## src/rtl/comm_pkg.sv

```systemverilog
// ---------------------------------------------------------------------------
// comm_pkg
// Shared definitions for the BRAM pixel read/write blocks.
//   - state_e           : read-side burst states
//   - DEFAULT_*         : default word, pixel and address geometry, kept in one
//                         place so read_module and write_module pack lanes the
//                         same way (most-significant lane = first pixel)
// ---------------------------------------------------------------------------
package comm_pkg;

   localparam int          DEFAULT_DATA_WIDTH     = 32;
   localparam int          DEFAULT_PIXEL_SIZE     = 8;
   localparam int          DEFAULT_PIXEL_PER_WORD = 4;
   localparam logic [31:0] DEFAULT_INPUT_ADDR     = 32'h0000_0000;

   typedef enum logic [2:0] {
      IDLE   = 3'd0,
      FETCH  = 3'd1,
      WAIT   = 3'd2,
      STREAM = 3'd3,
      DONE   = 3'd4
   } state_e;

endpackage

```

## src/rtl/read_module_pixel_unpacker.sv

```systemverilog
// ---------------------------------------------------------------------------
// pixel_unpacker
// Holds one BRAM word and a lane index; presents the selected lane as a pixel.
// Ports:
//   clk, reset   : clock, asynchronous active-high reset
//   load         : capture word_in, restart at the most-significant lane
//   advance      : step to the next lower lane (one pixel consumed)
//   word_in      : BRAM word to unpack
//   pixel        : lane currently selected by the index
//   index_zero   : the least-significant lane is selected (last pixel of word)
// ---------------------------------------------------------------------------
module pixel_unpacker
   import comm_pkg::*;
#(
   parameter int DATA_WIDTH     = DEFAULT_DATA_WIDTH,
   parameter int PIXEL_SIZE     = DEFAULT_PIXEL_SIZE,
   parameter int PIXEL_PER_WORD = DEFAULT_PIXEL_PER_WORD
)(
   input  logic                  clk,
   input  logic                  reset,
   input  logic                  load,
   input  logic                  advance,
   input  logic [DATA_WIDTH-1:0] word_in,
   output logic [PIXEL_SIZE-1:0] pixel,
   output logic                  index_zero
);

   localparam int IDX_W = (PIXEL_PER_WORD > 1) ? $clog2(PIXEL_PER_WORD) : 1;
   localparam logic [IDX_W-1:0] IDX_TOP = IDX_W'(PIXEL_PER_WORD - 1);

   logic [DATA_WIDTH-1:0] word_reg_d, word_reg_q;
   logic [IDX_W-1:0]      index_d,    index_q;

   // Next word/index: load restarts at the top lane, advance walks downwards.
   always_comb begin
      word_reg_d = word_reg_q;
      index_d    = index_q;
      if (load) begin
         word_reg_d = word_in;
         index_d    = IDX_TOP;
      end else if (advance) begin
         if (index_q == IDX_W'(0)) begin
            index_d = IDX_TOP;
         end else begin
            index_d = index_q - IDX_W'(1);
         end
      end else begin
         index_d = index_q;
      end
   end

   // Word and index registers.
   always_ff @(posedge clk or posedge reset) begin
      if (reset) begin
         word_reg_q <= {DATA_WIDTH{1'b0}};
         index_q    <= IDX_TOP;
      end else begin
         word_reg_q <= word_reg_d;
         index_q    <= index_d;
      end
   end

   // Shift the selected lane down to bit 0; the cast drops the upper lanes.
   assign pixel      = PIXEL_SIZE'(word_reg_q >> (32'(index_q) * 32'(PIXEL_SIZE)));
   assign index_zero = (index_q == IDX_W'(0));

endmodule

```

## src/rtl/read_module.sv

```systemverilog
// ---------------------------------------------------------------------------
// read_module
// Reads a burst of num_words BRAM words starting at INPUT_ADDR and streams
// them out as pixels, most-significant lane first, with valid/ready handshake.
// Ports:
//   clk, reset             : clock, asynchronous active-high reset
//   start, num_words       : burst request (accepted only in IDLE) and length
//   bram_addr, bram_en     : BRAM byte address and read enable
//   write_enable           : BRAM byte write enables, tied off (read only)
//   bram_rdata             : BRAM read data, valid BRAM_LATENCY cycles after en
//   pixel, pixel_valid     : output pixel stream
//   pixel_ready            : consumer acceptance
//   busy, done             : not-idle flag, one-cycle end-of-burst pulse
// ---------------------------------------------------------------------------
module read_module
   import comm_pkg::*;
#(
   parameter int          DATA_WIDTH     = DEFAULT_DATA_WIDTH,
   parameter int          ADDR_WIDTH     = 32,
   parameter logic [31:0] INPUT_ADDR     = DEFAULT_INPUT_ADDR,
   parameter int          PIXEL_SIZE     = DEFAULT_PIXEL_SIZE,
   parameter int          PIXEL_PER_WORD = DEFAULT_PIXEL_PER_WORD,
   parameter int          BRAM_LATENCY   = 1
)(
   input  logic                  clk,
   input  logic                  reset,
   input  logic                  start,
   input  logic [ADDR_WIDTH-1:0] num_words,
   output logic [ADDR_WIDTH-1:0] bram_addr,
   output logic                  bram_en,
   output logic [3:0]            write_enable,
   input  logic [DATA_WIDTH-1:0] bram_rdata,
   output logic [PIXEL_SIZE-1:0] pixel,
   output logic                  pixel_valid,
   input  logic                  pixel_ready,
   output logic                  busy,
   output logic                  done
);

   localparam logic [ADDR_WIDTH-1:0] BASE_ADDR = ADDR_WIDTH'(INPUT_ADDR);
   localparam logic [1:0]            LAT_LOAD  = 2'(BRAM_LATENCY);

   state_e                state_d, state_q;
   logic [ADDR_WIDTH-1:0] words_left_d, words_left_q;
   logic [ADDR_WIDTH-1:0] addr_d, addr_q;
   logic [1:0]            lat_cnt_d, lat_cnt_q;
   logic                  bram_en_d, bram_en_q;
   logic                  pixel_valid_d, pixel_valid_q;
   logic                  busy_d, busy_q;
   logic                  done_d, done_q;
   logic                  load_s, advance_s, index_zero_s;

   pixel_unpacker #(
      .DATA_WIDTH     (DATA_WIDTH),
      .PIXEL_SIZE     (PIXEL_SIZE),
      .PIXEL_PER_WORD (PIXEL_PER_WORD)
   ) u_unpacker (
      .clk        (clk),
      .reset      (reset),
      .load       (load_s),
      .advance    (advance_s),
      .word_in    (bram_rdata),
      .pixel      (pixel),
      .index_zero (index_zero_s)
   );

   // Next-state, counters and the next value of every registered output.
   always_comb begin
      state_d      = state_q;
      words_left_d = words_left_q;
      addr_d       = addr_q;
      lat_cnt_d    = lat_cnt_q;
      load_s       = 1'b0;
      advance_s    = 1'b0;
      case (state_q)
         IDLE: begin
            if (start) begin
               words_left_d = num_words;
               addr_d       = BASE_ADDR;
               state_d      = (num_words == {ADDR_WIDTH{1'b0}}) ? DONE : FETCH;
            end else begin
               state_d = IDLE;
            end
         end
         FETCH: begin
            lat_cnt_d = LAT_LOAD;
            state_d   = WAIT;
         end
         WAIT: begin
            lat_cnt_d = lat_cnt_q - 2'd1;
            // Count of one marks the cycle the BRAM word is on bram_rdata.
            if (lat_cnt_q == 2'd1) begin
               load_s  = 1'b1;
               state_d = STREAM;
            end else begin
               state_d = WAIT;
            end
         end
         STREAM: begin
            if (pixel_ready) begin
               advance_s = 1'b1;
               if (index_zero_s) begin
                  words_left_d = words_left_q - {{(ADDR_WIDTH-1){1'b0}}, 1'b1};
                  addr_d       = addr_q + ADDR_WIDTH'(4);
                  state_d      = (words_left_q == ADDR_WIDTH'(1)) ? DONE : FETCH;
               end else begin
                  state_d = STREAM;
               end
            end else begin
               state_d = STREAM;
            end
         end
         DONE: begin
            addr_d  = BASE_ADDR;
            state_d = IDLE;
         end
         default: begin
            state_d = IDLE;
         end
      endcase
      // Outputs are decoded from the next state so they leave a flop aligned
      // with the state they belong to.
      bram_en_d     = (state_d == FETCH);
      pixel_valid_d = (state_d == STREAM);
      busy_d        = (state_d != IDLE);
      done_d        = (state_d == DONE);
   end

   // State, counters and registered outputs.
   always_ff @(posedge clk or posedge reset) begin
      if (reset) begin
         state_q       <= IDLE;
         words_left_q  <= {ADDR_WIDTH{1'b0}};
         addr_q        <= BASE_ADDR;
         lat_cnt_q     <= 2'd0;
         bram_en_q     <= 1'b0;
         pixel_valid_q <= 1'b0;
         busy_q        <= 1'b0;
         done_q        <= 1'b0;
      end else begin
         state_q       <= state_d;
         words_left_q  <= words_left_d;
         addr_q        <= addr_d;
         lat_cnt_q     <= lat_cnt_d;
         bram_en_q     <= bram_en_d;
         pixel_valid_q <= pixel_valid_d;
         busy_q        <= busy_d;
         done_q        <= done_d;
      end
   end

   assign bram_addr    = addr_q;
   assign bram_en      = bram_en_q;
   assign pixel_valid  = pixel_valid_q;
   assign busy         = busy_q;
   assign done         = done_q;
   assign write_enable = 4'b0000;

endmodule

```

## config.mk

```make
export PLATFORM = sky130hd
export DESIGN_NAME = read_module
export DESIGN_NICKNAME = d
export VERILOG_FILES = /design/src/rtl/comm_pkg.sv /design/src/rtl/read_module_pixel_unpacker.sv /design/src/rtl/read_module.sv
export SDC_FILE = /design/constraint.sdc
export NUM_CORES = 1
export LEC_CHECK = 0
export CORE_ASPECT_RATIO = 1.5
export CORE_MARGIN = 2
export CORE_UTILIZATION = 35
export DETAILED_ROUTE_END_ITERATION = 10
export SETUP_SLACK_MARGIN = 0.4
export SLEW_MARGIN = 20
export SYNTH_ARGS = -nofsm -noshare
export SYNTH_HDL_FRONTEND = slang
export SYNTH_SLANG_ARGS = --single-unit
```

## constraint.sdc

```tcl
create_clock -name clk -period 4.5 [get_ports clk]
set_input_delay 0.9 -clock clk [delete_from_list [all_inputs] [get_ports clk]]
set_output_delay 0.9 -clock clk [all_outputs]
set_load 0.05 [all_outputs]
```

==> impl_summary.txt, run 1 <==
----------------------------------------------------
[Run status]
  Result of the run ... complete, no violations

[Timing]
  Timing-limited maximum frequency ... 0.306 GHz
  Accumulated negative setup slack ... 0 ps
  Unrepaired setup endpoints after global routing ... false
  Transition time of the tightest slew-check pin ... 1030 ps
  Final worst hold slack ... 507 ps
  Final worst-path setup slack ... 1240 ps
  Final number of hold-violating endpoints ... 0
  Fin crit share ... 0.725
  Worst clock skew ... 12.3 ps
  Count of endpoints failing setup in the final report ... 0
  Max-slew violation count ... 0
  Min Tclk post-route ... 3260 ps
  Slew margin rel. ... 0.305

[Yosys]
  Number of flops mapped to enable cells by yosys ... 0
  Count of unique library cells instantiated by Yosys ... 55
  Most common cell in the netlist ... dfrtp_1
  Gate count of the mapped netlist ... 566
  Synth area leaders ... dfrtp_1 46%, mux2_2 6.5%, o21ai_0 4.0%
  Predominant post-synthesis flop cell ... dfrtp_1
  Register bit count reported by yosys ... 105
  Async set-or-reset flop fraction in the synthesized netlist ... 1.00
  Total standard cell area after synthesis ... 5560 sq um
  Yosys Warn Count ... 0
  Library cell occupying the most area in the post-synthesis netlist ... dfrtp_1
  List of most frequent post-synthesis cells ... 103 x dfrtp_1, 52 x nor2_1, 44 x o21ai_0
  Proportion of netlist area held by the largest area contributor ... 0.464
  Post-synthesis sequential area ratio ... 0.473
  Syn avg cell area ... 9.82 sq um

[Final layout]
  # nets final ... 730
  Area overhead of the layout relative to synthesis ... 27.5%
  Count of inserted antenna diode cells ... 0
  Fraction of layout instances using a drive strength above 1 ... 0.105
  # fillers ... 1492
  Final core occ ... 0.456

[Drt]
  Number of iterations in the first detailed-routing pass ... 5
  Total wire length ... 14.7 mm
  Remaining design rule violation count ... 0
  Initial drt markers ... 303
  Met1 wire length ... 6.10 mm
  Total length of routed met3 wires ... 664 um
  DR top layer ... met4
  WL met2 ... 7.59 mm
  Routed length per instance ... 17.0 um
  Vias per std cell ... 5.60
  Number of vias after detailed routing ... 4830
  Number of antenna-violating nets in the routed design ... 0

[Flow run]
  Max-cap violation count ... 0

[Placed design]
  Final estimated routing congestion in global placement ... 0.871
  Detailed placer's ending HPWL ... 10.6 mm
  Count of input and output buffers ... 109
  Worst setup timing slack at the placement stage ... 1270 ps

[Setup path]
  Beginning of the critical path ... u_unpacker.index_q[1]$_DFFE_PP1P_
  Capture point of the worst reg-to-reg path ... words_left_q[30]$_DFFE_PP0P_
  Arr. time, crit path ... 2360 ps
  Number of cells traversed by the worst register-to-register path ... 6
  Reg2reg start ... words_left_q[0]$_DFFE_PP0P_
  Maximum net fanout on the critical path ... 10
  Startpoint kind of the worst setup timing path ... flip-flop
  Data required time of the worst path ... 3600 ps
  Crit Path Class ... reg -> out
  Worst setup slack for register-to-register paths ... 1550 ps
  Critical path capture point type ... output pin

[Floorplan]
  Starting density of the core ... 0.357
  Core area ... 15600 sq um
  I/O pin cnt ... 116
  Die ar. ... 16900 sq um
  Row Count ... 56
  Vert. Die Dim ... 158 um
  Die Width ... 107 um

[Power]
  Net Sw Power ... 1.76 mW
  Sequential share of power ... 0.377
  Switching Share ... 0.408
  Power per cell area ... 608 nW/um^2
  Comb pwr share ... 0.443
  Peak supply drop ... 434 uV
  Clk pwr share ... 0.181
  Internal power consumption ... 2.55 mW
  Leak pwr ... 2.74 nW

[CTS]
  H-tree depth ... 3
  Clock tree sinks ... 105
  Maximum count of clock buffers along a single path ... 2
  Num CTS Buffers ... 9
  Count of buffers added by post-CTS timing repair for setup ... 0
  Root cell of the clock tree ... clkbuf_16
  Clock input transition at the sequential cells of the worst setup and hold paths ... 60 ps
  TritonCTS clock tree ... done
  Worst-Skew Late Latency ... 350 ps
  CTS-repair resized insts ... 0
  Hold buffers post-CTS ... 0

[GRT]
  Overall routing resource usage ... 0.179
  Via count of the first global-routing pass ... 4775
  Pin count of the biggest net entering global routing ... 85
  Global-route wire length before repair ... 24.2 mm
  Initial antenna violation count ... 0
  Remaining global-route overflow ... 0

[Hold path]
  Beginning of the worst hold path ... u_unpacker.word_reg_q[20]$_DFFE_PP0P_
  Type of the tightest min-delay check ... reg -> reg
  Hold endpoint ... u_unpacker.word_reg_q[20]$_DFFE_PP0P_
  Worst Hold Depth ... 1

----------------------------------------------------
## metal layers
layer	GRT usage	vias up
met5	0	-
met4	0.0779	0
met1	0.221	2361
li1	-	2284
met2	0.310	162
met3	0.0266	23
## per-stage QoR
| stage | std cells | cell area, sq um | total power [mW] |
|---|---|---|---|
| 2_1_floorplan | 571 | 5570 | 2.98 |
| 3_3_place_gp | 849 | 6800 | 3.48 |
| 3_5_place_dp | 849 | 6800 | 3.55 |
| 4_1_cts | 863 | 7080 | 4.34 |
| 5_1_grt | 863 | 7090 | 4.59 |
| 6_report | 863 | 7090 | 4.31 |
## sequential cells by signal, summed over array words and instances (netlist names)
signal / cells
words_left_q: 32
lat_cnt_q: 2
busy: 1
pixel_valid: 1
bram_en: 1
done: 1
u_unpacker.index_q: 2
bram_addr: 30
u_unpacker.word_reg_q: 32
state_q: 3
## power by group through the flow
stage               logic [mW]  clock network, mW  registers [mW]
global route              2.08              0.836            1.68
CTS                       1.92              0.802            1.62
finish                    1.91              0.778            1.62
detailed placement        1.91                  0            1.64
global placement          1.87                  0            1.61
floorplan                 1.39                  0            1.59
## how the worst max path moves through the flow
stage                                              end  slack [ps]
after floorplan              bram_addr[10]$_DFFE_PP0P_         840
final                                         pixel[2]        1240
after CTS                                     pixel[2]        1180
after global placement    words_left_q[13]$_DFFE_PP0P_        1320
after detailed placement  words_left_q[30]$_DFFE_PP0P_        1270
after global routing                          pixel[1]        1150
## worst max-delay path, stage by stage (launching register included)
cell and delay, ps:
dfstp_2 740, mux4_2 550, clkdlybuf4s50_1 730
## placed cells by master (no fill, tap or decap), types with 4 or more instances in the layout
cell type	instances
clkdlybuf4s50_1	109
dfrtp_1	103
nor2_1	52
o21ai_0	44
a21oi_1	40
nand2_1	33
mux2_2	32
nand4_1	23
nor4_1	19
nor3_1	18
nand3_1	13
xor2_1	13
or3_1	13
or4_1	10
inv_1	9
clkbuf_16	9
mux4_2	8
a22oi_1	8
a31oi_1	7
buf_4	7
and3_1	6
o22a_1	6
conb_1	6
o22ai_1	5
ha_1	5
nor3b_1	4
## area by class of cell
cell class / instances / area, sq um / area share
Tap cell: 203 / 254 / 0.0358
Timing Repair Buffer: 116 / 1140 / 0.161
Multi-Input combinational cell: 415 / 2730 / 0.385
Sequential cell: 105 / 2630 / 0.371
Clock buffer: 11 / 243 / 0.0343
Clock inverter: 3 / 42.5 / 0.00600
Inverter: 10 / 42.5 / 0.00600
## cells by family (layout without fill, tap and decap cells)
logic type,count (synthesis),count (layout),share of synthesized area
other,1,6,0.000675
and+or+nand+nor,209,209,0.200
muxes,41,41,0.0991
AOI/OAI and AO/OA,139,139,0.153
xor gates and xnor gates,15,15,0.0236
adders and majority gates,5,5,0.0113
DFF,105,105,0.473
buffers and inverters,51,140,0.0387
Note: power is estimated with default switching activity, not from simulation.
==> run 2, diff against run 1 <==
==> constraint.sdc (replaced) <==
create_clock -name clk -period 3 [get_ports clk]
set_input_delay 0.6 -clock clk [delete_from_list [all_inputs] [get_ports clk]]
set_output_delay 0.6 -clock clk [all_outputs]
set_load 0.05 [all_outputs]
==> run 2 against run 1 <==
Clock skew shrank 5.0 ps. First-iteration DRC count grew 5.6%. Worst hold slack lost 0.99 ps. Sequential cell count is the same. Cell count grew 1.7%. Non-clock buffer count grew 13. Clock power grew 56%. Combinational power grew 49%. Critical path depth grew 3. Critical path type is now reg -> reg.
==> impl_summary.txt, run 2 (synthesis results as in run 1) <==
----------------------------------------------------
[Run status]
  Result of the run ... complete, no violations

[Final layout]
  Count of inserted antenna diode cells ... 0
  Most frequent standard cell in the layout excluding fill and tap cells ... dfrtp_1
  Final core occ ... 0.462
  # nets final ... 743
  Fraction of layout instances using a drive strength above 1 ... 0.136
  Design area ... 7180 sq um
  Area of the multi-input gates ... 2730 sq um
  Area overhead of the layout relative to synthesis ... 29.3%
  Area occupied by registers ... 2630 sq um
  Commonest non-fill, non-tap cells in the layout ... 103 x dfrtp_1, 101 x clkdlybuf4s50_1, 52 x nor2_1, 44 x o21ai_0, 40 x a21oi_1
  # fillers ... 1504

[Floorplan]
  Vert. Die Dim ... 158 um
  Die Width ... 107 um
  Core area ... 15600 sq um
  Row Count ... 56
  Die ar. ... 16900 sq um
  Starting density of the core ... 0.357
  I/O pin cnt ... 116

[GRT]
  Remaining global-route overflow ... 0
  Initial antenna violation count ... 0
  Global-route wire length before repair ... 24.7 mm
  Via count of the first global-routing pass ... 4877
  Pin count of the biggest net entering global routing ... 48
  Overall routing resource usage ... 0.185

[Timing]
  Max-slew violation count ... 0
  Worst clock skew ... 7.22 ps
  Accumulated negative setup slack ... 0 ps
  Final number of hold-violating endpoints ... 0
  Slew margin rel. ... 0.496
  Transition time of the tightest slew-check pin ... 750 ps
  Min Tclk post-route ... 2560 ps
  Unrepaired setup endpoints after global routing ... false
  Timing-limited maximum frequency ... 0.391 GHz
  Fin crit share ... 0.852
  Count of endpoints failing setup in the final report ... 0
  Final worst hold slack ... 506 ps

[Power]
  Power per cell area ... 901 nW/um^2
  Leak pwr ... 2.81 nW
  Peak supply drop ... 518 uV

[Drt]
  Number of vias after detailed routing ... 4929
  Routed length per instance ... 17.4 um
  Vias per std cell ... 5.61
  Initial drt markers ... 320
  Remaining design rule violation count ... 0
  Number of iterations in the first detailed-routing pass ... 5
  Number of antenna-violating nets in the routed design ... 0
  Total wire length ... 15.2 mm

[Hold path]
  Worst Hold Depth ... 1
  Type of the tightest min-delay check ... reg -> reg

[CTS]
  Num CTS Buffers ... 9
  Worst-Skew Late Latency ... 350 ps
  Clock tree sinks ... 105
  Maximum count of clock buffers along a single path ... 2
  H-tree depth ... 3
  Clock input transition at the sequential cells of the worst setup and hold paths ... 80 ps
  Root cell of the clock tree ... clkbuf_16
  TritonCTS clock tree ... done

[Placed design]
  Count of input and output buffers ... 109
  Final estimated routing congestion in global placement ... 0.880
  Detailed placer's ending HPWL ... 10.9 mm
  Cell area after placement ... 6890 sq um

[Setup path]
  Critical path capture point type ... flip-flop
  Data required time of the worst path ... 3240 ps
  Maximum net fanout on the critical path ... 7
  Worst path most repeated cell ... or4_4
  Startpoint kind of the worst setup timing path ... flip-flop
  Number of cells traversed by the worst register-to-register path ... 5
  Crit Path Class ... reg -> reg
  Worst-path cell with the longest stage delay ... or4_4
  Series of cell instances along the critical path ... or4_4, or4_4, or3_4, a21o_1, a221o_1
  Worst path max stage delay ... 550 ps
  Arr. time, crit path ... 2790 ps

[Flow run]
  Max-cap violation count ... 0

----------------------------------------------------
## run 2: path summary, 6_finish.rpt
path | startpoint | endpoint | slack (ps)
max | words_left_q[13]$_DFFE_PP0P_ | words_left_q[29]$_DFFE_PP0P_ | 440
min | u_unpacker.word_reg_q[12]$_DFFE_PP0P_ | u_unpacker.word_reg_q[12]$_DFFE_PP0P_ | 510
max reg2reg | words_left_q[13]$_DFFE_PP0P_ | words_left_q[29]$_DFFE_PP0P_ | 440
min reg2reg | u_unpacker.word_reg_q[12]$_DFFE_PP0P_ | u_unpacker.word_reg_q[12]$_DFFE_PP0P_ | 510
max in group asynchronous | reset | u_unpacker.index_q[0]$_DFFE_PP1P_ | 1640
min in group asynchronous | reset | lat_cnt_q[0]$_DFFE_PP0P_ | 630
## run 2: through the flow
step                setup slack [ps]  std cells  total power [mW]
global placement                 360        860              5.27
floorplan                        494        571              4.47
detailed placement               357        860              5.36
CTS                              381        877              6.56
global route                     402        878              6.89
finish                           444        878              6.47
## run 2: what timing repair did
action,4_1_cts,5_1_grt
cloned,0,0
hold buffers,0,0
endpoints found under the setup margin,11,8
resized for setup,26,12
buffers inserted,1,1
## run 2: cell type report
cell class	instances	share of cell area
inverters	10	0.00575
clock inverters	7	0.0111
well taps	203	0.0354
flip-flops and latches	105	0.367
multi-input cells	415	0.380
repair buffers	129	0.169
clock buffers	9	0.0313
## run 2: metal layers
| layer | vias to the layer above | global-route usage | wire, um |
|---|---|---|---|
| li1 | 2320 | - | - |
| met1 | 2432 | 0.226 | 6200 |
| met2 | 150 | 0.326 | 8100 |
| met3 | 27 | 0.0291 | 587 |
| met4 | 0 | 0.0711 | 361 |
| met5 | - | 0 | 0 |
## run 2: power breakdown
| part | leakage (nW) | internal (mW) | switching (mW) |
|---|---|---|---|
| registers | 1.29 | 1.93 | 0.475 |
| clock network | 0.146 | 0.595 | 0.616 |
| logic | 1.37 | 1.18 | 1.67 |
| total | 2.81 | 3.71 | 2.76 |
## run 2: worst max-delay path, delay by kind of cell, from the launching register on
kind | cells | cell delay [ps]
AND/OR/NAND/NOR | 3 | 1520
AO/OA/AOI/OAI | 2 | 470
flip-flops | 1 | 460
